## src/rtl/ldmac_round_ctrl.sv

```systemverilog
// Round sequencer for the LDMAC bit-sliced SubCells datapath: four 16-bit lanes, rc addition, lane rotation.
// Optional feature: define LDMAC_ABORT_EN to honour the abort input; otherwise abort is ignored.
module ldmac_round_ctrl #(
  parameter int ROUNDS       = 28,
  parameter int SWITCH_ROUND = 28
) (
  input  logic        clk,
  input  logic        rst_n,
  input  logic        start,
  input  logic        abort,
  input  logic [63:0] din,
  output logic [15:0] sc_a0,
  output logic [15:0] sc_a1,
  output logic [15:0] sc_a2,
  output logic [15:0] sc_a3,
  output logic        sc_sbox_type,
  input  logic [15:0] sc_b0,
  input  logic [15:0] sc_b1,
  input  logic [15:0] sc_b2,
  input  logic [15:0] sc_b3,
  output logic        busy,
  output logic        done,
  output logic [63:0] dout,
  output logic [5:0]  round_idx
);

  localparam logic [5:0] LAST_IDX = 6'(ROUNDS - 1);
  localparam logic [6:0] SW_IDX   = 7'(SWITCH_ROUND);

  typedef enum logic [1:0] {
    ST_IDLE = 2'd0,
    ST_RUN  = 2'd1,
    ST_DONE = 2'd2
  } state_t;

  state_t      state_q;
  logic [15:0] lane0_q, lane1_q, lane2_q, lane3_q;
  logic [15:0] lane0_d, lane1_d, lane2_d, lane3_d;
  logic [5:0]  rc_q, rc_d;
  logic [5:0]  ridx_q, ridx_d;
  logic        busy_q;
  logic        done_q;
  logic        abort_w;

`ifdef LDMAC_ABORT_EN
  assign abort_w = abort;
`else
  wire unused_abort = abort;
  assign abort_w = 1'b0;
`endif

  function automatic logic [15:0] rotl16(input logic [15:0] x, input int unsigned n);
    return (x << n) | (x >> (16 - n));
  endfunction

  // 6-bit round-constant LFSR step: shift left, feedback rc[5]^rc[4]^1.
  function automatic logic [5:0] rc_next(input logic [5:0] rc);
    return {rc[4:0], rc[5] ^ rc[4] ^ 1'b1};
  endfunction

  always_comb begin
    lane0_d = sc_b0 ^ {10'b0, rc_q};
    lane1_d = rotl16(sc_b1, 1);
    lane2_d = rotl16(sc_b2, 2);
    lane3_d = rotl16(sc_b3, 3);
    rc_d    = rc_next(rc_q);
    ridx_d  = ridx_q + 6'd1;
  end

  always_ff @(posedge clk or negedge rst_n) begin
    if (!rst_n) begin
      state_q <= ST_IDLE;
      lane0_q <= '0;
      lane1_q <= '0;
      lane2_q <= '0;
      lane3_q <= '0;
      rc_q    <= '0;
      ridx_q  <= '0;
      busy_q  <= 1'b0;
      done_q  <= 1'b0;
    end else begin
      case (state_q)
        ST_IDLE: begin
          done_q <= 1'b0;
          if (start && !abort_w) begin
            lane3_q <= din[63:48];
            lane2_q <= din[47:32];
            lane1_q <= din[31:16];
            lane0_q <= din[15:0];
            rc_q    <= 6'h01;
            ridx_q  <= '0;
            busy_q  <= 1'b1;
            state_q <= ST_RUN;
          end
        end
        ST_RUN: begin
          if (abort_w) begin
            // Partial lanes stay as they are; dout is meaningless until the next run.
            busy_q  <= 1'b0;
            state_q <= ST_IDLE;
          end else begin
            lane0_q <= lane0_d;
            lane1_q <= lane1_d;
            lane2_q <= lane2_d;
            lane3_q <= lane3_d;
            rc_q    <= rc_d;
            ridx_q  <= ridx_d;
            if (ridx_q == LAST_IDX) begin
              busy_q  <= 1'b0;
              done_q  <= 1'b1;
              state_q <= ST_DONE;
            end
          end
        end
        ST_DONE: begin
          done_q  <= 1'b0;
          state_q <= ST_IDLE;
        end
        default: begin
          busy_q  <= 1'b0;
          done_q  <= 1'b0;
          state_q <= ST_IDLE;
        end
      endcase
    end
  end

  assign sc_a0        = lane0_q;
  assign sc_a1        = lane1_q;
  assign sc_a2        = lane2_q;
  assign sc_a3        = lane3_q;
  assign sc_sbox_type = busy_q & ({1'b0, ridx_q} < SW_IDX);
  assign busy         = busy_q;
  assign done         = done_q;
  assign dout         = {lane3_q, lane2_q, lane1_q, lane0_q};
  assign round_idx    = ridx_q;

endmodule

```

## config.mk

```make
export PLATFORM = sky130hd
export DESIGN_NAME = ldmac_round_ctrl
export DESIGN_NICKNAME = d
export VERILOG_FILES = /design/src/rtl/ldmac_round_ctrl.sv
export SDC_FILE = /design/constraint.sdc
export NUM_CORES = 1
export LEC_CHECK = 0
export CAP_MARGIN = 30
export CORE_ASPECT_RATIO = 0.8
export CORE_MARGIN = 2
export CORE_UTILIZATION = 40
export CTS_BUF_LIST = sky130_fd_sc_hd__clkbuf_4 sky130_fd_sc_hd__clkbuf_8 sky130_fd_sc_hd__clkbuf_16
export CTS_CLUSTER_DIAMETER = 50
export DETAILED_ROUTE_END_ITERATION = 8
export GPL_TIMING_DRIVEN = 0
export PLACE_DENSITY = 0.87
export SETUP_SLACK_MARGIN = 0.4
export SLEW_MARGIN = 20
export SYNTH_ARGS = -nofsm -noshare
export SYNTH_HDL_FRONTEND = slang
export SYNTH_SLANG_ARGS = --single-unit
```

## constraint.sdc

```tcl
create_clock -name clk -period 3.1 [get_ports clk]
set_input_delay 0.93 -clock clk [delete_from_list [all_inputs] [get_ports clk]]
set_output_delay 0.93 -clock clk [all_outputs]
set_load 0.02 [all_outputs]
```

==> results by group, run 1 <==
Cells and area
  – Number of nets in the layout: 818
  – Multi-input logic area: 1500 sq um
  – Fraction of layout cells with a size suffix above 1: 0.143
  – Layout filler cell count: 756
  – FF/Latch Area: 2000 sq um
  – Diode count: 0
  – P&R area growth vs syn: 76.2%

Setup path
  – CP bufs+invs: 2
  – Cell family with most CP delay: buffers and inverters
  – RR Startpoint: state_q[0]$_DFFE_PN0P_
  – RR Endpoint: sc_a0[10]$_DFFE_PN0P_
  – Slowest cell delay on critical path: 590 ps
  – CP Capture Type: primary output
  – Peak fanout along the critical path: 3
  – Crit-path cells: buf_4, clkdlybuf4s50_1
  – Slowest CP cell: clkdlybuf4s50_1
  – Reg2Reg Depth: 5
  – CP Class: reg2out
  – Data required, critical path: 2170 ps
  – Crit path arrival time: 1460 ps
  – R2R Setup Slk: 1260 ps
  – CP startpoint kind: flop

Die
  – Ports: 269
  – Die width: 119 microns
  – Die Ht: 95.6 microns
  – Placeable Area: 10200 sq um
  – Starting Density: 0.410
  – Die area: 11300 sq um
  – Rows: 33

CTS
  – CTS root buf: clkbuf_16
  – CTS tree: built
  – Max H-tree Level: 3
  – CTS max path bufs: 2
  – Clock Latency Late Sink: 320 ps
  – Clock Pin Slew Worst Setup and Hold Paths: 60 ps
  – Clock sinks: 80
  – Total CTS buffers: 9
  – Hold Buf Count CTS: 0

Place
  – Port Buffer Count: 266
  – Detailed placement HPWL: 10.6 mm
  – Routability cong.: 0.775

Logic synthesis
  – Top FF cell, synth: dfrtp_1
  – Ys Warns: 0
  – Mean post-synth cell area: 10.3 sq um
  – Syn nets: 540
  – Syn Inst Count: 407
  – Post-synth ARST share: 1.00
  – EDFF count, synth: 0
  – Share of the synthesized area in the top cell type: 0.477
  – Seq/Total Area, Yosys: 0.477
  – Seq cells post-synth: 80
  – Synth area leader: dfrtp_1
  – Most frequent cell after synthesis: dfrtp_1
  – Synthesized cell area: 4200 sq um
  – Most common library cells after synthesis: 80 x dfrtp_1, 70 x buf_4, 63 x nand2_1
  – Synth unique cells: 32
  – Synth area leaders: dfrtp_1 48%, mux2i_1 14%, buf_4 13%

Status
  – Outcome: finished clean

Global routing
  – Tot GR Track Use: 0.226
  – Largest net degree at the start of global routing: 46
  – Vias in the first global route: 4021
  – First-pass GRT wire length: 20.4 mm
  – Gr ovfl total: 0
  – Initial antenna violation count: 0

Timing
  – Setup Viol. Count Final: 0
  – Final worst-path cycle share: 0.771
  – Clock Skew: 5.45 ps
  – Pins Over Slew Limit: 0
  – RSZ-0062 raised after global routing: false
  – Minimum clock period: 2390 ps
  – Max Freq: 418 MHz
  – Measured slew at the worst slew-check pin: 633 ps
  – Final Hold Fails: 0
  – Slew margin rel.: 0.577
  – Fin Setup TNS: 0 ps

Drt
  – Total routed wirelength: 13.2 mm
  – Via density: 4.77
  – Top Layer Used: met4
  – Drt first-iter violations: 183
  – DRC viols: 0
  – WL met1: 5.43 mm
  – Via count: 3955
  – Met3 wire length: 873 microns
  – First-pass detailed-route iteration total: 4
  – DRT antenna net count: 0
  – Met2 Wirelength: 6.72 mm
  – Routed length per instance: 15.9 microns

Power
  – Worst VDD drop: 0.000246 V
  – Cell Pwr Density: 391 nW/um^2
  – Overall Power: 2.89 mW
  – Leak pwr: 3.43 nW

Worst hold path
  – Hold endpoint: done$_DFFE_PN0P_
  – Hold wc startpoint: done$_DFFE_PN0P_
  – Hold Crit Depth: 1
  – Type of the tightest min-delay check: reg2reg

Run
  – Max cap viols: 0
==> cell type report <==
cell class,instances,share of cell area
inverters,4,0.00203
repair buffers,267,0.363
flip-flops and latches,80,0.271
multi-input cells,235,0.203
plain buffers,88,0.0917
well taps,140,0.0237
clock buffers,11,0.0342
clock inverters,5,0.0117
==> registers in the layout, indices dropped and copies added (netlist names) <==
signal,cells
sc_a2,16
sc_a1,16
sc_a0,16
round_idx,6
state_q,2
rc_q,6
busy,1
sc_a3,16
done,1
==> report_power, final <==
group          switching, mW  internal (mW)
clock                  0.417          0.756
sequential            0.0404           1.09
combinational          0.228          0.363
==> metal layers <==
layer | vias up | global-route usage
li1 | 1886 | -
met1 | 1886 | 0.274
met2 | 167 | 0.404
met3 | 16 | 0.0604
met4 | 0 | 0.0625
met5 | - | 0
==> cell usage in the layout (no fill, tap or decap), types with 2 or more instances in the layout <==
cell | netlist | routed
clkdlybuf4s50_1 | 0 | 264
dfrtp_1 | 80 | 80
buf_4 | 70 | 71
nand2_1 | 63 | 63
mux2i_1 | 59 | 59
o21ai_0 | 54 | 54
o22ai_1 | 12 | 12
clkbuf_16 | 0 | 9
clkbuf_1 | 8 | 8
o21ai_1 | 8 | 8
xor2_1 | 7 | 7
a21oi_1 | 6 | 6
buf_12 | 4 | 5
a22o_1 | 5 | 5
inv_1 | 4 | 4
buf_2 | 4 | 4
o31ai_1 | 3 | 3
nand2b_1 | 2 | 2
o211ai_1 | 2 | 2
nand3_1 | 2 | 2
clkbuf_8 | 0 | 2
inv_6 | 0 | 2
bufinv_16 | 0 | 2
==> logic make-up after synthesis <==
logic type               synth area share
adder cells (fa/ha/maj)           0.00298
AO/OA/AOI/OAI                       0.128
buffers and inverters               0.165
AND/OR/NAND/NOR                    0.0719
flip-flops                          0.477
multiplexers                        0.141
XOR/XNOR                           0.0146
==> worst max-delay path by stage <==
stage	startpoint	endpoint	slack [ps]	cells past startpoint
2_1_floorplan	round_idx[3]$_DFFE_PN0P_	sc_sbox_type	1020	1
3_3_place_gp	rst_n	sc_a1[8]$_DFFE_PN0P_	-1640	1
3_5_place_dp	start	sc_a0[10]$_DFFE_PN0P_	570	6
4_1_cts	round_idx[3]$_DFFE_PN0P_	sc_sbox_type	440	2
5_1_grt	sc_a1[4]$_DFFE_PN0P_	sc_a1[4]	650	2
6_report	sc_a1[4]$_DFFE_PN0P_	sc_a1[4]	710	2
==> per-stage QoR <==
step           setup slack (ps)   util  hold WS (ps)  instance area, sq um  cells
6_report                    710  0.722           496                  7390    830
5_1_grt                     647  0.722           536                  7390    830
4_1_cts                     438  0.722           503                  7390    830
3_5_place_dp                570  0.689           487                  7050    814
3_3_place_gp              -1640  0.687           485                  7030    813
2_1_floorplan              1020      -           488                  4200    407
==> timing repair <==
| action | CTS | global route |
|---|---|---|
| endpoints found under the hold margin | 0 | 0 |
| gates resized for setup | 0 | 1 |
| buffers inserted | 0 | 0 |
| setup endpoints to repair | 0 | 1 |
(Power assumes the default switching activity.)
==> inputs of run 2 (changes only) <==
--- a/config.mk
+++ b/config.mk
@@ -8,12 +8,12 @@
 export CAP_MARGIN = 30
 export CORE_ASPECT_RATIO = 0.8
 export CORE_MARGIN = 2
-export CORE_UTILIZATION = 40
+export CORE_UTILIZATION = 37
 export CTS_BUF_LIST = sky130_fd_sc_hd__clkbuf_4 sky130_fd_sc_hd__clkbuf_8 sky130_fd_sc_hd__clkbuf_16
 export CTS_CLUSTER_DIAMETER = 50
 export DETAILED_ROUTE_END_ITERATION = 8
 export GPL_TIMING_DRIVEN = 0
-export PLACE_DENSITY = 0.87
+export PLACE_DENSITY = 0.82
 export SETUP_SLACK_MARGIN = 0.4
 export SLEW_MARGIN = 20
 export SYNTH_ARGS = -nofsm -noshare
==> constraint.sdc (replaced) <==
create_clock -name clk -period 2.4 [get_ports clk]
set_input_delay 0.72 -clock clk [delete_from_list [all_inputs] [get_ports clk]]
set_output_delay 0.72 -clock clk [all_outputs]
set_load 0.02 [all_outputs]
==> results by group, run 2 (synthesis gave the netlist of run 1 again) <==
Cells and area
  – Layout filler cell count: 952
  – Commonest non-fill, non-tap cell in the layout: dlygate4sd2_1
  – Number of nets in the layout: 818
  – Most frequent cells in the layout: 136 x dlygate4sd2_1, 128 x clkdlybuf4s50_1, 80 x dfrtp_1
  – Diode count: 0
  – P&R area growth vs syn: 70.9%
  – Core Util, Final: 0.654
  – Fraction of layout cells with a size suffix above 1: 0.148
  – Non-Filler Instances: 834

Setup path
  – Crit-path cells: a311oi_2, clkbuf_2
  – Crit. Startpoint: round_idx[4]$_DFFE_PN0P_
  – CP startpoint kind: flop
  – RR Endpoint: sc_a0[7]$_DFFE_PN0P_
  – RR Startpoint: state_q[0]$_DFFE_PN0P_
  – Critical Path Sink: sc_sbox_type
  – R2R Setup Slk: 750 ps
  – Slowest cell delay on critical path: 430 ps
  – CP Class: reg2out
  – Peak fanout along the critical path: 5
  – CP Capture Type: primary output
  – Data required, critical path: 1680 ps
  – Crit path arrival time: 1260 ps
  – Reg2Reg Depth: 6
  – Slowest CP cell: dfrtp_1

Global routing
  – Initial antenna violation count: 0
  – Vias in the first global route: 4019
  – Gr ovfl total: 0
  – First-pass GRT wire length: 20.0 mm
  – Largest net degree at the start of global routing: 50
  – Tot GR Track Use: 0.206

Timing
  – Slew margin rel.: 0.553
  – Final Hold Fails: 0
  – Minimum clock period: 1980 ps
  – Setup Viol. Count Final: 0
  – RSZ-0062 raised after global routing: true
  – Clock Skew: 6.09 ps
  – Final worst-path cycle share: 0.826
  – Measured slew at the worst slew-check pin: 662 ps
  – Max Freq: 504 MHz
  – Pins Over Slew Limit: 0
  – Fin Setup TNS: 0 ps

Drt
  – Total routed wirelength: 12.8 mm
  – Met3 wire length: 1.01 mm
  – Via density: 4.76
  – WL met1: 5.34 mm
  – Drt first-iter violations: 123
  – Top Layer Used: met4
  – First-pass detailed-route iteration total: 6
  – DRT antenna net count: 0
  – Via count: 3969
  – Routed length per instance: 15.4 microns
  – Met2 Wirelength: 6.29 mm
  – DRC viols: 0

Worst hold path
  – Type of the tightest min-delay check: in2async

CTS
  – Total CTS buffers: 9
  – CTS tree: built
  – Postcts setup bufs: 0
  – CTS root buf: clkbuf_16
  – Clock sinks: 80
  – Max H-tree Level: 3
  – Clock Latency Late Sink: 320 ps
  – CTS max path bufs: 2
  – Clock Pin Slew Worst Setup and Hold Paths: 60 ps

Place
  – Routability cong.: 0.811
  – Port Buffer Count: 266
  – Detailed placement HPWL: 10.2 mm
  – Inst Count DP: 818

Die
  – Die width: 123 microns
  – Die Ht: 99.3 microns
  – Placeable Area: 11000 sq um
  – Starting Density: 0.382
  – Die area: 12200 sq um
  – Ports: 269
  – Rows: 34

Power
  – Worst VDD drop: 0.000298 V
  – Leak pwr: 3.59 nW
  – Cell Pwr Density: 471 nW/um^2

Status
  – Outcome: finished clean

Run
  – Max cap viols: 0
[run 2: cell count changes in the layout (fill, tap and decap cells not counted), moves of 2 or more]
cell,before,now
bufinv_16,2,0
clkbuf_4,1,3
clkbuf_8,2,0
clkdlybuf4s50_1,264,128
clkinv_2,0,2
clkinvlp_4,0,2
dlygate4sd2_1,0,136
inv_6,2,0
[run 2: per-stage QoR]
step / hold WS, ps / power, mW / instance area, sq um / setup WS [ps]
floorplan: 424 / 1.75 / 4200 / 532
global placement: 476 / 2.23 / 7040 / -2140
detailed placement: 501 / 2.25 / 7060 / 115
CTS: 339 / 3.42 / 7170 / 244
global route: 358 / 3.53 / 7170 / 338
finish: 336 / 3.38 / 7170 / 417
[run 2: layout make-up]
type | count | area, sq um | area share
Buffer | 88 | 678 | 0.0945
Sequential cell | 80 | 2000 | 0.279
Timing Repair Buffer | 267 | 2510 | 0.350
Clock inverter | 5 | 33.8 | 0.00471
Multi-Input combinational cell | 235 | 1510 | 0.211
Clock buffer | 11 | 240 | 0.0335
Inverter | 4 | 15.0 | 0.00209
Tap cell | 144 | 180 | 0.0251
[run 2: power by group]
group          internal (mW)  leakage, nW  switching (mW)
Clock                  0.722        0.132           0.524
Combinational          0.390         2.53           0.290
Sequential              1.40        0.930          0.0491
[run 2: how the worst min path moves through the flow]
stage	startpoint	endpoint	slack (ps)	cells past startpoint
final	rst_n	sc_a3[3]$_DFFE_PN0P_	340	1
after CTS	rst_n	sc_a3[4]$_DFFE_PN0P_	340	1
after detailed placement	sc_a1[12]$_DFFE_PN0P_	sc_a1[12]$_DFFE_PN0P_	500	2
after global routing	rst_n	sc_a3[3]$_DFFE_PN0P_	360	1
after floorplan	rst_n	busy$_DFFE_PN0P_	420	0
after global placement	done$_DFFE_PN0P_	done$_DFFE_PN0P_	480	1
[run 2: worst max-delay path, delay by kind of cell (launching register included)]
| family | cells | cell delay (ps) |
|---|---|---|
| AO/OA/AOI/OAI | 1 | 300 |
| buffers and inverters | 1 | 210 |
| flip-flops | 1 | 430 |
[run 2: repair_timing]
item	CTS	global route
gates resized for setup	137	5
hold buffers	0	0
endpoints found under the setup margin	137	38
[run 2: metal layers]
metal	up-vias	GRT usage
li1	1892	-
met3	17	0.0464
met1	1880	0.265
met4	0	0.0507
met5	-	0
met2	180	0.353
==> inputs of run 3 (changes only) <==
==> constraint.sdc (replaced) <==
create_clock -name clk -period 2 [get_ports clk]
set_input_delay 0.6 -clock clk [delete_from_list [all_inputs] [get_ports clk]]
set_output_delay 0.6 -clock clk [all_outputs]
set_load 0.02 [all_outputs]
==> results by group, run 3 (synthesis gave the netlist of run 1 again) <==
Status
  – Outcome: finished clean

Timing
  – Final worst-path cycle share: 0.889
  – Minimum clock period: 1780 ps
  – RSZ-0062 raised after global routing: true
  – Measured slew at the worst slew-check pin: 514 ps
  – Pins Over Slew Limit: 0
  – Max Freq: 562 MHz
  – Clock Skew: 3.99 ps
  – Slew margin rel.: 0.658
  – Setup Viol. Count Final: 0
  – Final Hold Fails: 0

Drt
  – Via count: 4218
  – First-pass detailed-route iteration total: 5
  – Drt first-iter violations: 111
  – Routed length per instance: 16.6 microns
  – Total routed wirelength: 14.6 mm
  – DRT antenna net count: 0
  – Via density: 4.80
  – DRC viols: 0

Die
  – Die width: 123 microns
  – Ports: 269
  – Placeable Area: 11000 sq um
  – Die Ht: 99.3 microns
  – Die area: 12200 sq um
  – Starting Density: 0.382
  – Rows: 34

CTS
  – CTS max path bufs: 2
  – Clock sinks: 80
  – CTS tree: built
  – Total CTS buffers: 9
  – Max H-tree Level: 3
  – Clock Pin Slew Worst Setup and Hold Paths: 60 ps
  – Hold Buf Count CTS: 0
  – Clock Latency Late Sink: 330 ps
  – CTS root buf: clkbuf_16

Place
  – Port Buffer Count: 266
  – Inst Count DP: 818
  – Routability cong.: 0.863
  – Detailed placement HPWL: 10.6 mm

Power
  – Worst VDD drop: 0.000348 V
  – Combinational power share: 0.220
  – Leak pwr: 3.85 nW
  – Overall Power: 4.42 mW
  – Seq pwr share: 0.397
  – P_int: 3.32 mW
  – Cell Pwr Density: 572 nW/um^2
  – Switch Pwr: 1.10 mW
  – Clock network power share: 0.383
  – Sw frac: 0.249

Global routing
  – First-pass GRT wire length: 21.8 mm
  – Vias in the first global route: 4291
  – Largest net degree at the start of global routing: 50
  – Initial antenna violation count: 0
  – Tot GR Track Use: 0.230
  – Gr ovfl total: 0

Run
  – Max cap viols: 0

Cells and area
  – Layout filler cell count: 791
  – Commonest non-fill, non-tap cell in the layout: buf_6
  – FF/Latch Area: 2010 sq um
  – P&R area growth vs syn: 84.1%
  – Non-Filler Instances: 878
  – Number of nets in the layout: 862
  – Most frequent cells in the layout: 129 x buf_6, 128 x clkdlybuf4s50_1, 76 x dfrtp_1
  – Fraction of layout cells with a size suffix above 1: 0.395
  – Diode count: 0
  – Multi-input logic area: 1530 sq um

Setup path
  – Data required, critical path: 1400 ps
  – CP startpoint kind: flop
  – Slowest CP cell: dfrtp_2
  – Crit-path cells: a311oi_2, buf_4
  – CP Capture Type: primary output
  – Slowest cell delay on critical path: 430 ps
  – Peak fanout along the critical path: 3
  – Cell family with most CP delay: flip-flops
  – CP Class: reg2out
  – CP bufs+invs: 1
  – Crit path arrival time: 1180 ps

Worst hold path
  – Type of the tightest min-delay check: in2async
==> run 3: cell count changes in the layout (fill, tap and decap cells not counted), moves of 2 or more <==
| cell | previous run | this run |
|---|---|---|
| clkdlybuf4s15_2 | 0 | 2 |
| dfrtp_1 | 80 | 76 |
| dlygate4sd2_1 | 136 | 0 |
| buf_2 | 4 | 73 |
| dfrtp_2 | 0 | 4 |
| buf_4 | 71 | 52 |
| buf_6 | 0 | 129 |
| clkbuf_8 | 0 | 2 |
| clkinv_2 | 2 | 0 |
==> run 3: layer usage <==
layer	vias to the layer above	global-route usage	wire (microns)
met5	-	0	0
met4	0	0.0726	395
met3	36	0.0556	1050
met2	190	0.422	7600
met1	2013	0.263	5530
li1	1979	-	-
==> run 3: layout make-up <==
cell class,instances,area share
plain buffers,88,0.120
clock buffers,12,0.0337
clock inverters,4,0.00680
inverters,4,0.00194
multi-input cells,235,0.198
flip-flops and latches,80,0.260
well taps,144,0.0233
repair buffers,311,0.356
==> run 3: worst reg2reg max path, stage by stage (launching register included) <==
cell	delay, ps
dfrtp_2	450
nor2b_2	120
buf_2	150
buf_12	150
buf_12	150
mux2i_2	230
o21ai_0	110
==> run 3: worst paths after layout <==
| path | depth (start not counted) | endpoint | slack (ps) | startpoint |
|---|---|---|---|---|
| worst max-delay path | 2 | sc_sbox_type | 220 | round_idx[3]$_DFFE_PN0P_ |
| worst min-delay path | 1 | sc_a3[7]$_DFFE_PN0P_ | 200 | rst_n |
| worst max register to register | 6 | sc_a0[6]$_DFFE_PN0P_ | 490 | state_q[1]$_DFFE_PN0P_ |
| worst min register to register | 1 | done$_DFFE_PN0P_ | 520 | done$_DFFE_PN0P_ |
| max in group asynchronous | 2 | sc_a0[4]$_DFFE_PN0P_ | 1210 | rst_n |
| min in group clk | 1 | done$_DFFE_PN0P_ | 520 | done$_DFFE_PN0P_ |
==> run 3: metrics by stage <==
step	hold WS [ps]	TNS (ps)	utilization	instance area [sq um]	setup WS, ps
6_report	202	0	0.704	7720	222
5_1_grt	230	0	0.704	7720	189
4_1_cts	215	0	0.688	7550	217
3_5_place_dp	499	0	0.645	7070	69.7
3_3_place_gp	485	-197650	0.642	7050	-2480
2_1_floorplan	304	0	-	4210	429
==> run 3: power by group through the flow <==
stage               clock (mW)  combinational (mW)  sequential [mW]
floorplan                    0               0.259             1.84
global placement             0               0.904             1.77
detailed placement           0               0.927             1.77
CTS                       1.72               0.950             1.75
global route              1.81                1.03             1.76
finish                    1.69               0.972             1.75
==> run 3: what timing repair did <==
action                     CTS  global route
buffers inserted            19            25
setup endpoints to repair  192           143
gates resized for setup    674            79
pin swaps                    0             0
